File: config.mk
export PLATFORM = sky130hd
export DESIGN_NAME = tap_mode_ctrl
export DESIGN_NICKNAME = d
export VERILOG_FILES = /design/src/rtl/tap_mode_ctrl.sv
export SDC_FILE = /design/constraint.sdc
export NUM_CORES = 1
export LEC_CHECK = 0
export CORE_MARGIN = 2
export CORE_UTILIZATION = 40
export CTS_CLUSTER_SIZE = 28
export DETAILED_ROUTE_END_ITERATION = 7
export GPL_ROUTABILITY_DRIVEN = 1
export MAX_ROUTING_LAYER = met4
export PLACE_DENSITY = 0.6
export SYNTH_ARGS = -nofsm -noshare
export SYNTH_HDL_FRONTEND = slang
export SYNTH_SLANG_ARGS = --single-unit
File: constraint.sdc
create_clock -name CLK -period 8.1 [get_ports CLK]
set_input_delay 1.215 -clock CLK [delete_from_list [all_inputs] [get_ports CLK]]
set_output_delay 1.215 -clock CLK [all_outputs]
set_load 0.01 [all_outputs]
File: src/rtl/tap_mode_ctrl.sv
// ---------------------------------------------------------------------------
// tap_mode_ctrl : sequences OSD-requested multitap mode changes safely
// Revision      : 1.0 - initial release
// ---------------------------------------------------------------------------
`default_nettype none

module tap_mode_ctrl #(
  parameter int unsigned STABLE_CYC = 16,
  parameter int unsigned QUIET_CYC  = 1024,
  parameter int unsigned MAX_WAIT   = 65535,
  parameter int unsigned RST_CYC    = 4
) (
  input  logic       CLK,
  input  logic       RESET_N,
  input  logic       CE,
  input  logic [1:0] REQ_TP,
  input  logic       REQ_FW,
  input  logic       SEL,
  input  logic [3:0] A,
  output logic [1:0] TEAMPLAYER_EN,
  output logic       FOURWAY_EN,
  output logic       PORT_RST,
  output logic       BUSY
);

  typedef enum logic [2:0] {
    S_IDLE   = 3'd0,
    S_STABLE = 3'd1,
    S_QUIET  = 3'd2,
    S_SWITCH = 3'd3,
    S_APPLY  = 3'd4
  } state_t;

  state_t      state_q, state_d;
  logic [2:0]  cur_q, cur_d;
  logic [2:0]  tgt_q, tgt_d;
  logic [15:0] cnt_q, cnt_d;
  logic [15:0] qcnt_q, qcnt_d;
  logic [1:0]  tp_en_q;
  logic        fw_en_q;
  logic        prst_q;
  logic        busy_q;

  logic [2:0]  req_n;
  logic        port_acc;
  logic [31:0] cnt_p1, qcnt_p1;
  logic [15:0] cnt_sat, qcnt_sat;

  // 4-Way Play excludes Team Player; dual Team Player collapses to port 1
  always_comb begin
    if (REQ_FW) req_n = 3'b100;
    else if (REQ_TP == 2'b11) req_n = 3'b001;
    else req_n = {1'b0, REQ_TP};
  end

  assign port_acc = SEL && ((A == 4'd1) || (A == 4'd2) || (A == 4'd4) || (A == 4'd5));

  // Compares against count+1 so limits of 0 and 1 both mean a single tick
  assign cnt_p1   = {16'd0, cnt_q} + 32'd1;
  assign qcnt_p1  = {16'd0, qcnt_q} + 32'd1;
  assign cnt_sat  = (cnt_q == 16'hFFFF) ? cnt_q : cnt_q + 16'd1;
  assign qcnt_sat = (qcnt_q == 16'hFFFF) ? qcnt_q : qcnt_q + 16'd1;

  always_comb begin
    state_d = state_q;
    cur_d   = cur_q;
    tgt_d   = tgt_q;
    cnt_d   = cnt_q;
    qcnt_d  = qcnt_q;
    case (state_q)
      S_IDLE: begin
        if (req_n != cur_q) begin
          tgt_d   = req_n;
          cnt_d   = 16'd0;
          state_d = S_STABLE;
        end
      end
      S_STABLE: begin
        if (req_n == cur_q) begin
          state_d = S_IDLE;
        end else if (req_n != tgt_q) begin
          tgt_d = req_n;
          cnt_d = 16'd0;
        end else if (CE) begin
          if (cnt_p1 >= STABLE_CYC) begin
            cnt_d   = 16'd0;
            qcnt_d  = 16'd0;
            state_d = S_QUIET;
          end else begin
            cnt_d = cnt_sat;
          end
        end
      end
      S_QUIET: begin
        if (req_n == cur_q) begin
          state_d = S_IDLE;
        end else if (req_n != tgt_q) begin
          tgt_d   = req_n;
          cnt_d   = 16'd0;
          state_d = S_STABLE;
        end else begin
          if (port_acc) qcnt_d = 16'd0;
          // A port access vetoes quiet expiry but never the forced timeout
          if (CE) begin
            if ((cnt_p1 >= MAX_WAIT) || (!port_acc && (qcnt_p1 >= QUIET_CYC))) begin
              cnt_d   = 16'd0;
              state_d = S_SWITCH;
            end else begin
              cnt_d = cnt_sat;
              if (!port_acc) qcnt_d = qcnt_sat;
            end
          end
        end
      end
      S_SWITCH: begin
        if (CE) begin
          if (cnt_p1 >= RST_CYC) state_d = S_APPLY;
          else cnt_d = cnt_sat;
        end
      end
      S_APPLY: begin
        cur_d   = tgt_q;
        cnt_d   = 16'd0;
        state_d = S_IDLE;
      end
      default: state_d = S_IDLE;
    endcase
  end

  always_ff @(posedge CLK or negedge RESET_N) begin
    if (!RESET_N) begin
      state_q <= S_IDLE;
      cur_q   <= 3'd0;
      tgt_q   <= 3'd0;
      cnt_q   <= 16'd0;
      qcnt_q  <= 16'd0;
      tp_en_q <= 2'b00;
      fw_en_q <= 1'b0;
      prst_q  <= 1'b0;
      busy_q  <= 1'b0;
    end else begin
      state_q <= state_d;
      cur_q   <= cur_d;
      tgt_q   <= tgt_d;
      cnt_q   <= cnt_d;
      qcnt_q  <= qcnt_d;
      tp_en_q <= (state_d == S_SWITCH) ? 2'b00 : cur_d[1:0];
      fw_en_q <= (state_d == S_SWITCH) ? 1'b0 : cur_d[2];
      prst_q  <= (state_d == S_SWITCH);
      busy_q  <= (state_d != S_IDLE);
    end
  end

  assign TEAMPLAYER_EN = tp_en_q;
  assign FOURWAY_EN    = fw_en_q;
  assign PORT_RST      = prst_q;
  assign BUSY          = busy_q;

endmodule

`default_nettype wire

==> metrics.md, run 1 <==
| Metric | Value |
|---|---|
| Slew HR | `30.9%` |
| Lkg Pwr | `1.45 nW` |
| CORE AREA | `approximately 0.0073 sq mm` |
| Yosys top cell by area | `dfrtp_1` |
| Clock transition at the registers of the reported paths | `0.10 ns` |
| Total chip power | `0.000456 W` |
| Commonest cells in the netlist | `dfrtp_1, nand2_1, nor2_1` |
| Fin crit share | `46.3%` |
| Worst hold slack | `0.510 ns` |
| VDD IR-drop max | `about 0.066 mV` |
| Layout cells sized above 1 | `8.70%` |
| Netlist cell types | `69` |
| First-pass DRT Iterations | `4` |
| Clock Skew | `0.0141 ns` |
| CP required | `8.27 ns` |
| Post-CTS sizing | `0` |
| Most frequent cell after synthesis | `dfrtp_1` |
| Worst setup path class | `in2reg` |
| Startpoint type of the worst setup path | `input pin` |
| Post-synthesis async set-or-reset flop share | `100%` |
| First-pass GRT wire length | `11.9 mm` |
| Gr usage total | `17.7%` |
| Area Growth Syn to Fin | `8.82%` |
| Yosys warning count | `0` |
| Antenna viol nets, final | `0` |
| Slew at the pin closest to its max-slew limit | `1.04 ns` |
| Num CTS Buffers | `5` |
| Critical path peak fanout | `12` |
| EDFF count, synth | `0` |
| Synth top area cells | `dfrtp_1, nand2_1, nor2_1` |
| Syn avg cell area | `8.97 sq um` |
| PD cells | `137 mW/mm^2` |
| Post-CTS setup buffers | `0` |
| Final setup fails | `0` |
| Status | `complete, no violations` |
| Bufs on Longest Clock Path | `2` |
| DRT iter0 DRCs | `135` |
| Register area share after synthesis | `37.8%` |
| # port buffers | `15` |
| Area of the mapped netlist | `0.00305 sq mm` |
| Critical Path Start | `REQ_TP[0]` |
| Post-DP HPWL | `4.66 mm` |
| Via Count | `between 2k and 3k` |
| Die Y-Extent | `between 90 and 100 um` |
| Skew-Pair Late Insertion Delay | `0.30 ns` |
| Hold Vio Cnt, Final | `0` |
| Hold path start | `qcnt_q[14]` |
| Synth Instances | `340` |
| Final GP Congestion | `~0.85` |
| Final min period | `3.75 ns` |
| # IOs | `16` |
| Max Cap Viol | `0` |
| Vias in the first global route | `2449` |
| Via/cell ratio | `5.77` |
| Die ar. | `0.00834 sq mm` |
| Syn nets | `356` |
| Root Buffer | `clkbuf_8` |
| Final Slew Violations | `0` |
| Site Rows | `31` |
| Largest net degree at the start of global routing | `between 40 and 50` |
| Die width | `approximately 91 um` |
| DRC Markers | `0` |
| Worst setup EP type | `register` |
| Post-route insts no fill | `444` |
| # hold bufs at CTS | `0` |
| R2R Setup Slk | `4.45 ns` |
| Initial Util | `41.6%` |
| # clock sinks | `46` |
| Grt ovf | `0` |
| Worst Path Arrival | `3.93 ns` |
| Worst R2R Start | `cnt_q[0]` |
| Antenna violations before repair | `0` |
| Placed cells | `436` |
| Antenna fix cells | `0` |
| Final WL | `6.72 mm` |
| Yosys top cell area share | `37.8%` |
| H-tree levels | `2` |
| Routed length per instance | `15.1 um` |
| Type of the worst min-delay path | `reg2reg` |
| RSZ-0062 raised after global routing | `no` |
| Most common flop cell mapped by yosys | `dfrtp_1` |
| CTS tree | `yes` |
| Register bit total from synthesis | `46` |
| Fmax | `266 MHz` |
| NumNets Final | `360` |
| Setup TNS | `0 ns` |
critical path: stages:
cell and delay [ns]:
clkdlybuf4s50_1 0.56, nand2_1 0.07, a2bb2oi_1 0.13, o31ai_1 0.54, nor3b_1 0.38, o21ai_1 0.37, nor2_1 0.52, mux2i_1 0.14
registers in the layout, summed over array words and instances (netlist names):
name           flops
TEAMPLAYER_EN      2
FOURWAY_EN         1
tgt_q              3
cnt_q             16
cur_q              3
PORT_RST           1
state_q            3
BUSY               1
qcnt_q            16
final timing paths:
| path | cells past startpoint | endpoint |
|---|---|---|
| worst max-delay path | 8 | qcnt_q[0] |
| worst min-delay path | 1 | qcnt_q[14] |
| worst max register to register | 9 | qcnt_q[1] |
| worst min register to register | 1 | qcnt_q[14] |
| max in group asynchronous | 1 | qcnt_q[12] |
| min in group asynchronous | 1 | cnt_q[0] |
logic make-up (layout without fill, tap and decap cells):
family / after synthesis / count (layout) / share of synthesized area (%)
AND/OR/NAND/NOR: 154 / 154 / 28.2
AO/OA/AOI/OAI: 84 / 84 / 20.7
flip-flops: 46 / 46 / 37.8
buffers and inverters: 31 / 36 / 4.88
multiplexers: 10 / 10 / 3.49
XOR/XNOR: 9 / 9 / 2.59
adder cells (fa/ha/maj): 6 / 6 / 2.38
cells in the final DEF, fill, tap and decap left out, drive strengths merged, types with 6 or more instances in the layout:
master,Yosys,final
o31ai,11,11
nand3,17,17
inv,11,12
nor3,9,9
nand4,9,9
nor2b,14,14
clkdlybuf4s50,0,14
nor2,26,26
and4,6,6
a31oi,7,7
o21ai,14,14
o22a,8,8
dfrtp,46,46
xnor2,7,7
nand2,35,35
a21oi,8,8
nor4,8,8
cell type report:
class                      instances  area (sq um)
fill                             716          4010
inverter                          12          45.0
multi-input combinational        263          1750
sequential                        46          1150
tap                               99           124
clock inverter                     3          23.8
timing repair buffer              16           153
clock buffer                       5          68.8
per-layer routing:
layer	vias up	track usage, %	wire length [um]
li1	1279	-	-
met1	1236	25.0	3350
met2	43	27.4	3150
met3	2	2.49	205
met4	0	3.41	17
met5	-	-	0
metrics by stage:
stage          instance area [sq um]  utilization, %  setup slack (ns)
6_report                        3320            45.3              4.35
5_1_grt                         3320            45.3              3.94
4_1_cts                         3320            45.3              4.34
3_5_place_dp                    3230            44.0              3.99
3_3_place_gp                    3230            44.0              4.13
2_1_floorplan                   3050               -              5.05
power breakdown:
part	internal, W	total [W]	switching (W)
sequential	0.000235	0.000244	0.00000921
combinational	0.0000233	0.0000609	0.0000376
clock	0.0000619	0.000150	0.0000885
total	0.000321	0.000456	0.000135
No activity file was read; power rests on OpenSTA's default activity.
==> run 2, diff against run 1 <==
==> constraint.sdc (replaced) <==
create_clock -name CLK -period 3.5 [get_ports CLK]
set_input_delay 0.525 -clock CLK [delete_from_list [all_inputs] [get_ports CLK]]
set_output_delay 0.525 -clock CLK [all_outputs]
set_load 0.01 [all_outputs]
==> run 2 against run 1 <==
  * Cell count increased by 2.5%
  * First-iteration DRC count decreased by 16%
  * Combinational power increased to 2.5 times the previous value
  * Via count increased by 1.9%
  * Register-to-register slack got worse by 4.1 ns
  * Critical endpoint is now cnt_q[9]
  * Critical path depth increased by 3
  * Global-route usage increased by 0.17 points
  * Largest power group unchanged
  * Clock power increased by 130%
  * Routed wire length increased by 1.5%
==> metrics.md, run 2 (synthesis results as in run 1) <==
| Metric | Value |
|---|---|
| Status | `complete, no violations` |
| Worst Path Arrival | `3.40 ns` |
| Num CTS Buffers | `5` |
| Slowest cell on crit path | `dfrtp_1` |
| Type of the worst min-delay path | `in2async` |
| Design Area, Final | `0.00340 sq mm` |
| Antenna violations before repair | `0` |
| VDD IR-drop max | `0.198 mV` |
| Final setup fails | `0` |
| NumNets Final | `371` |
| Skew-Pair Late Insertion Delay | `just over 0.3 ns` |
| Fmax | `315 MHz` |
| Post-DP HPWL | `~5.0 mm` |
| Die width | `91.3 um` |
| Final GP Congestion | `0.913` |
| Max Cap Viol | `0` |
| Routed length per instance | `roughly 15 um` |
| Dpl cell area | `0.00331 sq mm` |
| Via Count | `2609` |
| Final Slew Violations | `0` |
| RSZ-0062 raised after global routing | `no` |
| Initial Util | `41.6%` |
| DRC Markers | `0` |
| Post-CTS setup buffers | `0` |
| Clock Skew | `0.0100 ns` |
| # port buffers | `15` |
| Bufs on Longest Clock Path | `2` |
| First-pass DRT Iterations | `4` |
| Worst hold slack | `0.392 ns` |
| Worst setup path class | `reg2reg` |
| Max incr delay on CP | `0.51 ns` |
| Startpoint type of the worst setup path | `register` |
| First-pass GRT wire length | `11.8 mm` |
| Hold Vio Cnt, Final | `0` |
| PD cells | `between 300 and 400 mW/mm^2` |
| Die Y-Extent | `roughly 90 um` |
| Slew at the pin closest to its max-slew limit | `around 1.0 ns` |
| Gr usage total | `17.9%` |
| Largest net degree at the start of global routing | `47` |
| Grt ovf | `0` |
| CORE AREA | `roughly 0.0073 sq mm` |
| # IOs | `16` |
| Fin crit share | `90.6%` |
| Setup ws final | `0.330 ns` |
| Antenna viol nets, final | `0` |
| Antenna fix cells | `0` |
| Layout cells sized above 1 | `a little under an eighth` |
| Commonest non-fill, non-tap cells in the layout | `dfrtp_1, nand2_1, nor2_1, nand3_1` |
| Worst setup EP type | `register` |
| Register-to-Register Path Depth | `11` |
| Commonest non-fill, non-tap cell in the layout | `dfrtp_1` |
| Final min period | `3.17 ns` |
| Vias in the first global route | `roughly 2.5k` |
| CP required | `3.73 ns` |
| # clock sinks | `between 40 and 50` |
| Worst R2R Start | `cnt_q[0]` |
| Root Buffer | `clkbuf_8` |
| Post-CTS sizing | `0` |
| Clock transition at the registers of the reported paths | `0.09 ns` |
| DRT iter0 DRCs | `roughly 110` |
| Biggest regs | `cnt_q x16, qcnt_q x16` |
| Critical path peak fanout | `19` |
| Lkg Pwr | `1.50 nW` |
| Final WL | `~7 mm` |
| # hold bufs at CTS | `0` |
| Area Growth Syn to Fin | `11.5%` |
| Die ar. | `0.00834 sq mm` |
| CP cell instances | `ha_1, nand3_1, buf_4, o21ai_0, a22oi_1, a41o_1, nor4_1, o21bai_2, buf_4, or4_4, o211ai_2` |
| Setup TNS | `0 ns` |
| Site Rows | `31` |
| H-tree levels | `2` |
| CP most frequent cell | `buf_4` |
| Slew HR | `between 30% and 40%` |
| Via/cell ratio | `between 5 and 6` |
| CTS tree | `yes` |
| Critical Path Start | `cnt_q[0]` |
| DP Worst Slack | `0.389 ns` |
run 2: layout make-up:
| class | count | area (sq um) |
|---|---|---|
| tap | 99 | 124 |
| multi-input combinational | 263 | 1750 |
| sequential | 46 | 1150 |
| clock inverter | 3 | 23.8 |
| fill | 694 | 3930 |
| timing repair buffer | 27 | 235 |
| clock buffer | 5 | 68.8 |
| inverter | 12 | 45.0 |
run 2: per-stage QoR:
stage / utilization (%) / power [W] / cells
floorplan: - / 0.000667 / 340
detailed placement: 45.1 / 0.000733 / 447
global placement: 45.1 / 0.000731 / 447
CTS: 46.4 / 0.00108 / 455
finish: 46.4 / 0.00106 / 455
global route: 46.4 / 0.00111 / 455
run 2: worst paths after layout:
kind                            slack (ns)          to
min in group CLK                      0.51  qcnt_q[15]
worst max register to register        0.33    cnt_q[9]
worst min register to register        0.51  qcnt_q[15]
worst min-delay path                  0.39    cnt_q[2]
max in group asynchronous             2.49   qcnt_q[1]
worst max-delay path                  0.33    cnt_q[9]
run 2: critical path, delay by kind of cell, from the launching register on:
family / cells / cell delay [ns]
adder cells (fa/ha/maj): 1 / 0.31
AO/OA/AOI/OAI: 5 / 0.75
buffers and inverters: 2 / 0.45
flip-flops: 1 / 0.51
AND/OR/NAND/NOR: 3 / 1.07
run 2: routing by layer:
metal  up-vias  global-route usage, %  part of all wire [%]
li1       1306                      -                     -
met5         -                      -                     0
met1      1241                   24.6                    50
met4         0                   5.18                  0.63
met2        58                   26.9                    46
met3         4                   3.40                   4.1
run 2: report_power, final:
group	internal [W]	leakage [nW]	switching, W	total [W]
Combinational	0.0000630	0.844	0.0000920	0.000155
Sequential	0.000544	0.620	0.0000214	0.000566
Clock	0.000143	0.0408	0.000196	0.000339
==> run 3, diff against run 2 <==
--- a/config.mk
+++ b/config.mk
@@ -11,7 +11,7 @@
 export DETAILED_ROUTE_END_ITERATION = 7
 export GPL_ROUTABILITY_DRIVEN = 1
 export MAX_ROUTING_LAYER = met4
-export PLACE_DENSITY = 0.6
+export PLACE_DENSITY = 0.53
 export SYNTH_ARGS = -nofsm -noshare
 export SYNTH_HDL_FRONTEND = slang
 export SYNTH_SLANG_ARGS = --single-unit
==> run 3 against run 2 <==
  * Sequential power about the same
  * Critical path depth down 1
  * Maximum frequency up 2.3%
  * Setup slack better by 0.071 ns
  * Cell area down 0.92%
  * Die area unchanged
  * Clock power about the same
  * Largest power group unchanged
  * Register-to-register slack better by 0.07 ns
  * Via count down 0.38%
  * Flip-flop and latch count unchanged
  * Highest routed layer unchanged
  * Global-route usage up 0.33 points
  * Routed wire length up 3.3%
==> metrics.md, run 3 (synthesis results as in run 1) <==
| Metric | Value |
|---|---|
| CTS tree | `yes` |
| Via Count | `2599` |
| H-tree levels | `2` |
| Met3 wire length | `304 um` |
| CORE AREA | `0.00733 sq mm` |
| Lkg Pwr | `1.49 nW` |
| Critical path peak fanout | `19` |
| Root Buffer | `clkbuf_8` |
| Commonest non-fill, non-tap cells in the layout | `dfrtp_1, nand2_1, nor2_1, nand3_1` |
| Met2 WL | `between 3 and 4 mm` |
| Critical Path Start | `cnt_q[0]` |
| Worst setup EP type | `register` |
| Final min period | `between 3 and 4 ns` |
| Post-Route M1 WL | `3.35 mm` |
| # IOs | `16` |
| Worst Path Arrival | `3.33 ns` |
| Clock transition at the registers of the reported paths | `0.09 ns` |
| Max Cap Viol | `0` |
| Type of the worst min-delay path | `in2async` |
| Psw | `a little under 0.0003 W` |
| Final Slew Violations | `0` |
| Hold Vio Cnt, Final | `0` |
| Worst hold slack | `0.395 ns` |
| Routed length per instance | `~16 um` |
| Clock Power Share | `a little under a third` |
| Internal power | `between 0.0007 and 0.0008 W` |
| Fmax | `323 MHz` |
| NumNets Final | `367` |
| Die ar. | `0.00834 sq mm` |
| Design Area, Final | `0.00337 sq mm` |
| Sw frac | `between 20% and 30%` |
| Vias in the first global route | `approximately 2.4k` |
| Fin crit share | `between 80% and 90%` |
| Clock Skew | `about 0.0045 ns` |
| Bufs on Longest Clock Path | `2` |
| # hold bufs at CTS | `0` |
| Num CTS Buffers | `5` |
| # port buffers | `15` |
| Final core utilization | `46.0%` |
| Antenna viol nets, final | `0` |
| Initial Util | `41.6%` |
| Setup TNS | `0 ns` |
| Grt ovf | `0` |
| DR top layer | `met4` |
| Antenna fix cells | `0` |
| Commonest non-fill, non-tap cell in the layout | `dfrtp_1` |
| # clock sinks | `46` |
| Largest net degree at the start of global routing | `47` |
| Biggest regs | `cnt_q x16, qcnt_q x16` |
| Dpl cell area | `approximately 0.0033 sq mm` |
| Final WL | `7.04 mm` |
| DRT iter0 DRCs | `105` |
| Status | `complete, no violations` |
| Die width | `between 90 and 100 um` |
| Site Rows | `31` |
| Post-CTS sizing | `0` |
| Slew at the pin closest to its max-slew limit | `1.06 ns` |
| Total chip power | `roughly 0.0011 W` |
| Die Y-Extent | `91.3 um` |
| Worst setup path class | `reg2reg` |
| Startpoint type of the worst setup path | `register` |
| Seq pwr share | `53.5%` |
| Layout cells sized above 1 | `10.2%` |
| VDD IR-drop max | `about 0.16 mV` |
| Slew HR | `29.3%` |
| Area Growth Syn to Fin | `10.5%` |
| CP required | `around 3.7 ns` |
| PD cells | `314 mW/mm^2` |
| DRC Markers | `0` |
| RSZ-0062 raised after global routing | `no` |
| First-pass DRT Iterations | `4` |
| Gr usage total | `a little under a fifth` |
| Final setup fails | `0` |
| Antenna violations before repair | `0` |
| First-pass GRT wire length | `about 12 mm` |
| Final GP Congestion | `0.906` |
| Worst R2R Start | `cnt_q[0]` |
| Comb pwr share | `14.5%` |
| Via/cell ratio | `5.76` |
| Post-DP HPWL | `just over 5 mm` |
| Skew-Pair Late Insertion Delay | `0.30 ns` |
| Post-CTS setup buffers | `0` |
## run 3: metal layers
layer  track usage [%]  vias up
met3              2.82        8
met1              24.9     1245
met5                 -        -
met4              5.56        0
met2              27.9       64
li1                  -     1282
## run 3: per-stage QoR
step,cells,setup WS (ns)
floorplan,340,0.745
global placement,443,0.421
detailed placement,443,0.418
CTS,451,0.384
global route,451,0.0614
finish,451,0.401
## run 3: power by group through the flow
stage           logic, W  clock network (W)  registers (W)
2_1_floorplan  0.0000961                  0       0.000570
5_1_grt         0.000173           0.000377       0.000569
3_5_place_dp    0.000155                  0       0.000576
4_1_cts         0.000156           0.000354       0.000566
6_report        0.000153           0.000337       0.000566
3_3_place_gp    0.000155                  0       0.000576
## run 3: worst max-delay path: stages (launching register included)
cell and delay [ns]:
dfrtp_1 0.49, ha_1 0.30, nand3_1 0.23, nor4_1 0.36
mux2i_1 0.34, nand3_1 0.15, o31ai_1 0.30, o21bai_2 0.08
buf_4 0.21, or4_4 0.49, o211ai_2 0.08
## run 3: worst paths after layout
check	end	slack, ns	depth (start not counted)
max	cnt_q[9]	0.40	10
min	cnt_q[9]	0.40	1
max reg2reg	cnt_q[9]	0.40	10
min reg2reg	qcnt_q[14]	0.51	1
max in group asynchronous	TEAMPLAYER_EN[1]	2.43	1
min in group CLK	qcnt_q[14]	0.51	1
## run 3: area by class of cell
type	instances	area [sq um]
inverter	12	45.0
clock inverter	1	5.00
multi-input combinational	263	1750
timing repair buffer	23	205
clock buffer	7	86.3
fill	715	3960
tap	99	124
sequential	46	1150
